==> config.mk <==
export PLATFORM = sky130hd
export DESIGN_NAME = bist_counter_sync
export DESIGN_NICKNAME = d
export VERILOG_FILES = /design/src/rtl/bist_pkg.sv /design/src/rtl/mod_counter.sv /design/src/rtl/bist_counter_sync.sv
export SDC_FILE = /design/constraint.sdc
export NUM_CORES = 1
export LEC_CHECK = 0
export CORE_AREA = 2 2 39 41
export CTS_CLUSTER_SIZE = 28
export DETAILED_ROUTE_END_ITERATION = 8
export DIE_AREA = 0 0 41 43
export REMOVE_ABC_BUFFERS = 1
export SLEW_MARGIN = 40
export SYNTH_ARGS = -nofsm -noshare
export SYNTH_HDL_FRONTEND = slang
export SYNTH_SLANG_ARGS = --single-unit
==> constraint.sdc <==
create_clock -name clk -period 1.3 [get_ports clk]
set_input_delay 0.325 -clock clk [delete_from_list [all_inputs] [get_ports clk]]
set_output_delay 0.325 -clock clk [all_outputs]
set_load 0.1 [all_outputs]
==> src/rtl/bist_pkg.sv <==
// Shared widths, default terminal counts and start-edge codes for the BIST
// counting datapath and the controller that consumes it.
package bist_pkg;

    localparam int CNT_M_W      = 4;
    localparam int CNT_N_W      = 3;
    localparam int START_HIST_W = 2;

    localparam int M_TERM_DEFAULT = 9;
    localparam int N_TERM_DEFAULT = 4;

    // start_val patterns that the controller reads as edges of the start request
    localparam logic [START_HIST_W-1:0] START_RISE = 2'b01;
    localparam logic [START_HIST_W-1:0] START_FALL = 2'b10;

    // True when a terminal count is representable in a counter of the given width
    function automatic bit term_fits(input int term, input int width);
        return (term >= 0) && (term <= (1 << width) - 1);
    endfunction

endpackage

==> src/rtl/mod_counter.sv <==
// Enable-gated modulo counter: counts 0..TERM and wraps, flagging the wrap
// cycle on a combinational carry so an outer counter can be chained externally.
module mod_counter
    import bist_pkg::*;
#(
    parameter int WIDTH = 4,
    parameter int TERM  = 9
) (
    input  logic             clk,
    input  logic             reset,
    input  logic             enable,
    output logic [WIDTH-1:0] count,
    output logic             carry_out
);

    localparam logic [WIDTH-1:0] TERM_V = WIDTH'(TERM);

    generate
        if (!term_fits(TERM, WIDTH)) begin : g_bad_term
            $fatal(1, "mod_counter: TERM does not fit in WIDTH bits");
        end
    endgenerate

    logic at_term;

    assign at_term = (count == TERM_V);

    // Carry marks the cycle whose edge performs the wrap; reset masks it so the
    // controller never sees a spurious carry while the block is being cleared.
    assign carry_out = enable & at_term & ~reset;

    // Reset beats enable; an enabled counter at terminal wraps, otherwise it steps or holds.
    always_ff @(posedge clk) begin
        if (reset) begin
            count <= '0;
        end else if (enable) begin
            if (at_term) begin
                count <= '0;
            end else begin
                count <= count + 1'b1;
            end
        end
    end

endmodule

==> src/rtl/bist_counter_sync.sv <==
// Counting and start-conditioning datapath for the BIST controller: an inner
// pattern counter, an outer iteration counter and a two-deep start history.
// Nesting of the counters is left to the external FSM.
module bist_counter_sync
    import bist_pkg::*;
#(
    parameter int M_TERM = M_TERM_DEFAULT,
    parameter int N_TERM = N_TERM_DEFAULT
) (
    input  logic                    clk,
    input  logic                    reset,
    input  logic                    start,
    input  logic                    enable_count_M,
    input  logic                    enable_count_N,
    output logic [CNT_M_W-1:0]      count_M,
    output logic [CNT_N_W-1:0]      count_N,
    output logic                    carry_out_M,
    output logic                    carry_out_N,
    output logic [START_HIST_W-1:0] start_val
);

    generate
        if (!term_fits(M_TERM, CNT_M_W)) begin : g_bad_m_term
            $fatal(1, "bist_counter_sync: M_TERM must be in 0..15");
        end
        if (!term_fits(N_TERM, CNT_N_W)) begin : g_bad_n_term
            $fatal(1, "bist_counter_sync: N_TERM must be in 0..7");
        end
    endgenerate

    mod_counter #(
        .WIDTH (CNT_M_W),
        .TERM  (M_TERM)
    ) u_count_m (
        .clk       (clk),
        .reset     (reset),
        .enable    (enable_count_M),
        .count     (count_M),
        .carry_out (carry_out_M)
    );

    mod_counter #(
        .WIDTH (CNT_N_W),
        .TERM  (N_TERM)
    ) u_count_n (
        .clk       (clk),
        .reset     (reset),
        .enable    (enable_count_N),
        .count     (count_N),
        .carry_out (carry_out_N)
    );

    // Shift the raw start request through two flops; the first stage also
    // resynchronises it, and the pair gives the controller its edge history.
    always_ff @(posedge clk) begin
        if (reset) begin
            start_val <= '0;
        end else begin
            start_val <= {start_val[0], start};
        end
    end

endmodule

* Word-level counts from Yosys, hierarchy flattened
Cells that the tools add are included.
Word-level totals: RAM bits 0, output and inout bits 11, memories 0, ROM bits 0, bits in latches 0, register bits after elaboration 9
Operators by class: add/sub/neg operators 2, $lt $le $gt $ge 0, shift-type cells 0, divide/modulo/power cells 0, bitwise logic cells 5, muxes and demuxes 2, multiply operators 0, reduce and logical (&&, ||, !) cells 0, equal/unequal tests 2
Operators by type and width (number):
- adder 4 x 1 -> 4 bit (second input constant) | 1
- bitwise AND 1 bit | 4
- equality test 4 bit (second input constant) | 1
- 2-to-1 mux 4 bit | 1
- adder 3 x 1 -> 3 bit (second input constant) | 1
- equality test 3 bit (second input constant) | 1
- 2-to-1 mux 3 bit | 1
- NOT 1 bit | 1

* Longest topological paths before layout
Gate-level depths: netlist of run 1.
word-level depth 3, mapped depth 5

* Modules after synthesis
From an unflattened synthesis of run 1, not the netlist that was laid out.
Unflattened totals: cells, all modules 43, area total of the unflattened synthesis 400.4 sq um
Modules (own cells, without submodules):
- mod_counter at u_count_m | sequential area each 80.1 sq um, area each 190.2 sq um, cells an instance 20, instances 1
- mod_counter at u_count_n | sequential area each 60.1 sq um, area each 157.7 sq um, cells an instance 19, instances 1
- bist_counter_sync | sequential area each 40.0 sq um, area each 52.6 sq um, cells an instance 4, instances 1

* Least setup slack after synthesis of run 1
OpenSTA, ideal clock, no wires.
kind reg-to-output, from register u_count_m.count[0], to output port carry_out_M, setup slack -3.153 ns, arrival time 4.128 ns, data required time 0.975 ns, cell stages (with the launch flop) 3, cells stage by stage dfxtp_1 -> nand2_1 -> nor4_1
On the way: word-level cells in the longest chain between the ends 3
Ends and longest elaborated chain:
- from (decl) | RTL line mod_counter.sv:12 | output logic [WIDTH-1:0] count,
- from (signal assigned) | RTL line mod_counter.sv:40 | count <= count + 1'b1;
- equality test 4 bit | RTL line mod_counter.sv:26 | assign at_term = (count == TERM_V);
- bitwise AND 1 bit (2 in series) | RTL line mod_counter.sv:30 | assign carry_out = enable & at_term & ~reset;
- to (decl) | RTL line bist_counter_sync.sv:17 | output logic carry_out_M,
Every way passes these cells.

* Worst setup path after layout of run 1
from register u_count_n.count[1], to output port carry_out_N
On the way: word-level cells in the longest chain between the ends 3
Ends and longest elaborated chain:
- from (decl) | RTL line mod_counter.sv:12
- from (signal assigned) | RTL line mod_counter.sv:40
- equality test 3 bit | RTL line mod_counter.sv:26
- bitwise AND 1 bit (2 in series) | RTL line mod_counter.sv:30
- to (decl) | RTL line bist_counter_sync.sv:18 | output logic carry_out_N,
Every way passes these cells.

==> summary.txt, run 1 <==
GRT
  • Total grt overflow: 0
  • GRT Util Overall: 15.51%
  • Number of global-route vias before repair: 477
  • Initial antenna violation count: 0
  • Largest net degree at the start of global routing: 11
  • First-pass GRT wire length: 1952 microns

Synth
  • Synth area leaders: dfxtp_1, ha_1, a21oi_1
  • Synth unique cells: 21
  • Number of synthesis warnings: 0
  • Post-synth top area share: 43.64%
  • Mean Syn Cell Area: 9.602 sq um
  • Sequential element share of the synthesized area: 43.64%
  • Post-synthesis register bit count: 9
  • Dominant cell type by area after synthesis: dfxtp_1
  • Synthesized cell area: just over 400 sq um
  • Synth Instances: 43

Floorplanning
  • Initial Util: 29.84%
  • # rows: 14
  • Core area: between 1000 and 1500 sq um
  • Area of the die: 1763 sq um
  • Die width: 41 microns
  • Die height: about 43 microns
  • Top-level port count: 16

Critical path
  • CP Max Fanout: 2
  • Data arrival, critical path: 1.28 ns
  • CP Cell Sequence: inv_2, ha_4, nand2_4, nor3b_2, buf_4, buf_12
  • Worst EP required: 0.98 ns
  • CP Launch Type: register
  • Delay-heaviest family, CP: buffers and inverters
  • Slowest CP cell: dfxtp_2
  • Worst Setup End Kind: primary output
  • Max stage delay on crit path: 0.32 ns
  • CP bufs+invs: 3
  • Crit Path Class: reg2out

STA
  • Hold Vio Cnt, Final: 0
  • Final worst slack: -0.3048 ns
  • Final Skew: 0.002818 ns
  • Max Clk Rate: 623.1 MHz
  • Final setup violation count: 3
  • Setup TNS: -0.7963 ns
  • Max-slew violations: 0
  • Relative slew margins: 84.81%
  • RSZ-0062 raised after global routing: true
  • Hold Slack: slightly above 0.5 ns
  • Slew @ Worst Pin: 0.2258 ns
  • Final period util: 123.4%
  • Min cycle time layout: around 1.6 ns

Power and ir drop
  • Pwr/cell area: approximately 830 nW/um^2
  • Clk network pwr share: around a quarter
  • Combinational group share of total power: 36.6%
  • Max VDD drop: 0.5610 mV
  • Internal: 536.1 uW
  • Leak: about 0.00041 uW
  • Register share of total power: 37.7%
  • Sw frac: ~33%
  • Total power: 796.8 uW
  • Sw Pwr: 260.7 uW

Clock tree
  • Root Buffer: clkbuf_4
  • Clock Latency Late Sink: 0.25 ns
  • Max clock buf depth: 2
  • CTS buffer count: 3
  • CTS tree: done
  • Num Clock Sinks: 9
  • Clock transition at path regs: 0.06 ns
  • CTS H-tree lvls: 1

Placed design
  • I/O Buffers: 15
  • GPL Wtd Cong: 0.6565
  • Placement Setup Slack: -0.4644 ns
  • Hpwl dp: 723.7 microns

Drt
  • Total number of vias: 457
  • Detailed Route WL: 1069 microns
  • Routed len/inst: 10.38 microns
  • Post-DRT Antenna Nets: 0
  • Initial drt markers: 1
  • Number of vias per cell: 4.437
  • DRC violations left: 0
  • Drt first pass iters: 2

Finish
  • Ant. Diodes: 0
  • Layout cell share with drive strength beyond 1: 64.37%
  • Fin nets: 95
  • P&R area growth vs syn: 131.2%
  • Finished Core Util: between 60% and 70%

Worst hold path
  • Tightest Hold Check Type: reg2reg

Run status
  • Failing checks: negative setup slack
  • Outcome: finished with violations

Run
  • Number of max-cap violations: 0
## per-layer routing
layer,routed length [microns],vias to the layer above,part of all wire (%),global-route usage [%]
li1,-,236,-,-
met1,436,209,41,19.16
met2,580,12,54,26.88
met3,53,0,5.0,3.141
met4,0,0,0,2.000
met5,0,-,0,0
## cells in the final DEF (no fill, tap or decap)
master	n
buf_4	24
buf_12	11
dfxtp_1	5
dfxtp_2	4
nand2_1	3
nor2_1	3
a21oi_1	3
clkbuf_4	3
inv_2	2
nand3_2	2
xnor2_1	2
nor2b_1	2
dlygate4sd2_1	2
clkdlybuf4s50_1	2
buf_6	2
nand2b_4	1
nor4_1	1
nand2_4	1
nor3b_2	1
nand2b_1	1
a21oi_2	1
inv_1	1
or3b_1	1
mux2i_1	1
o21ai_0	1
nand3b_1	1
mux2_2	1
or2b_2	1
o32ai_2	1
ha_4	1
ha_1	1
clkbuf_1	1
## path summary, 6_finish.rpt
path	from	endpoint	slack (ns)	depth (start not counted)
worst max-delay path	u_count_n.count[1]$_SDFFE_PP0P_	carry_out_N	-0.30	6
worst min register to register	start_val[0]$_SDFF_PP0_	start_val[1]$_SDFF_PP0_	0.52	1
worst max register to register	u_count_n.count[1]$_SDFFE_PP0P_	u_count_n.count[0]$_SDFFE_PP0P_	-0.21	11
worst min-delay path	start_val[0]$_SDFF_PP0_	start_val[1]$_SDFF_PP0_	0.52	1
## synthesized netlist by cell type (all sizes together)
cell type / number
nor3b: 1
o32ai: 1
nand2: 4
mux2i: 1
nand3: 2
xnor2: 2
a21oi: 4
or3b: 1
inv: 3
nor4: 1
nand2b: 2
ha: 2
dfxtp: 9
nor2b: 2
nor2: 3
nand3b: 1
o21ai: 1
buf: 1
mux2: 1
or2b: 1
## timing repair
item                                    CTS  global route
buffers inserted                         12             2
pin swaps                                 5             3
hold buffers                              0             0
endpoints found under the setup margin    2             5
resized for setup                        12             6
## flip-flops by register name, indices dropped and copies added (netlist names)
| signal | flops |
|---|---|
| u_count_m.count | 4 |
| u_count_n.count | 3 |
| start_val | 2 |
## cell type report
type                            count  area (sq um)
Inverter                            3         11.26
Tap cell                           16         20.02
Fill cell                         103         429.2
Sequential cell                     9         185.2
Multi-Input combinational cell     30         251.5
Timing Repair Buffer               41         460.4
Clock buffer                        4         26.28
## power by group through the flow
stage | registers (uW) | logic, uW | clock network (uW)
6_report | 301 | 292 | 205
5_1_grt | 302 | 309 | 238
4_1_cts | 300 | 291 | 214
3_5_place_dp | 304 | 261 | 0
3_3_place_gp | 303 | 257 | 0
2_1_floorplan | 408 | 33.0 | 0
## logic make-up after synthesis
kind of cell / count (synthesis) / share of synthesized area, %
and+or+nand+nor: 18 / 25.45
DFF: 9 / 43.64
AOI/OAI and AO/OA: 6 / 10.00
buffers and inverters: 4 / 5.454
xor gates and xnor gates: 2 / 4.243
muxes: 2 / 5.151
adders and majority gates: 2 / 6.060
## per-stage QoR
stage	std cells	area (sq um)
floorplan	42	401.6
global placement	89	802.0
detailed placement	89	802.0
CTS	105	950.9
global route	103	954.7
finish	103	954.7
(Power assumes the default switching activity.)
==> run 2: changes to the inputs <==
--- a/config.mk
+++ b/config.mk
@@ -10,7 +10,6 @@
 export DETAILED_ROUTE_END_ITERATION = 8
 export DIE_AREA = 0 0 41 43
 export REMOVE_ABC_BUFFERS = 1
-export SLEW_MARGIN = 40
 export SYNTH_ARGS = -nofsm -noshare
 export SYNTH_HDL_FRONTEND = slang
 export SYNTH_SLANG_ARGS = --single-unit
==> results of run 2 <==
The final DEF is identical to that of run 1; final timing and power are the same.
==> run 3: changes to the inputs <==
--- a/config.mk
+++ b/config.mk
@@ -6,7 +6,7 @@
 export NUM_CORES = 1
 export LEC_CHECK = 0
 export CORE_AREA = 2 2 39 41
-export CTS_CLUSTER_SIZE = 28
+export CTS_CLUSTER_SIZE = 12
 export DETAILED_ROUTE_END_ITERATION = 8
 export DIE_AREA = 0 0 41 43
 export REMOVE_ABC_BUFFERS = 1
==> results of run 3 <==
The final DEF is identical to that of run 1; final timing and power are the same.
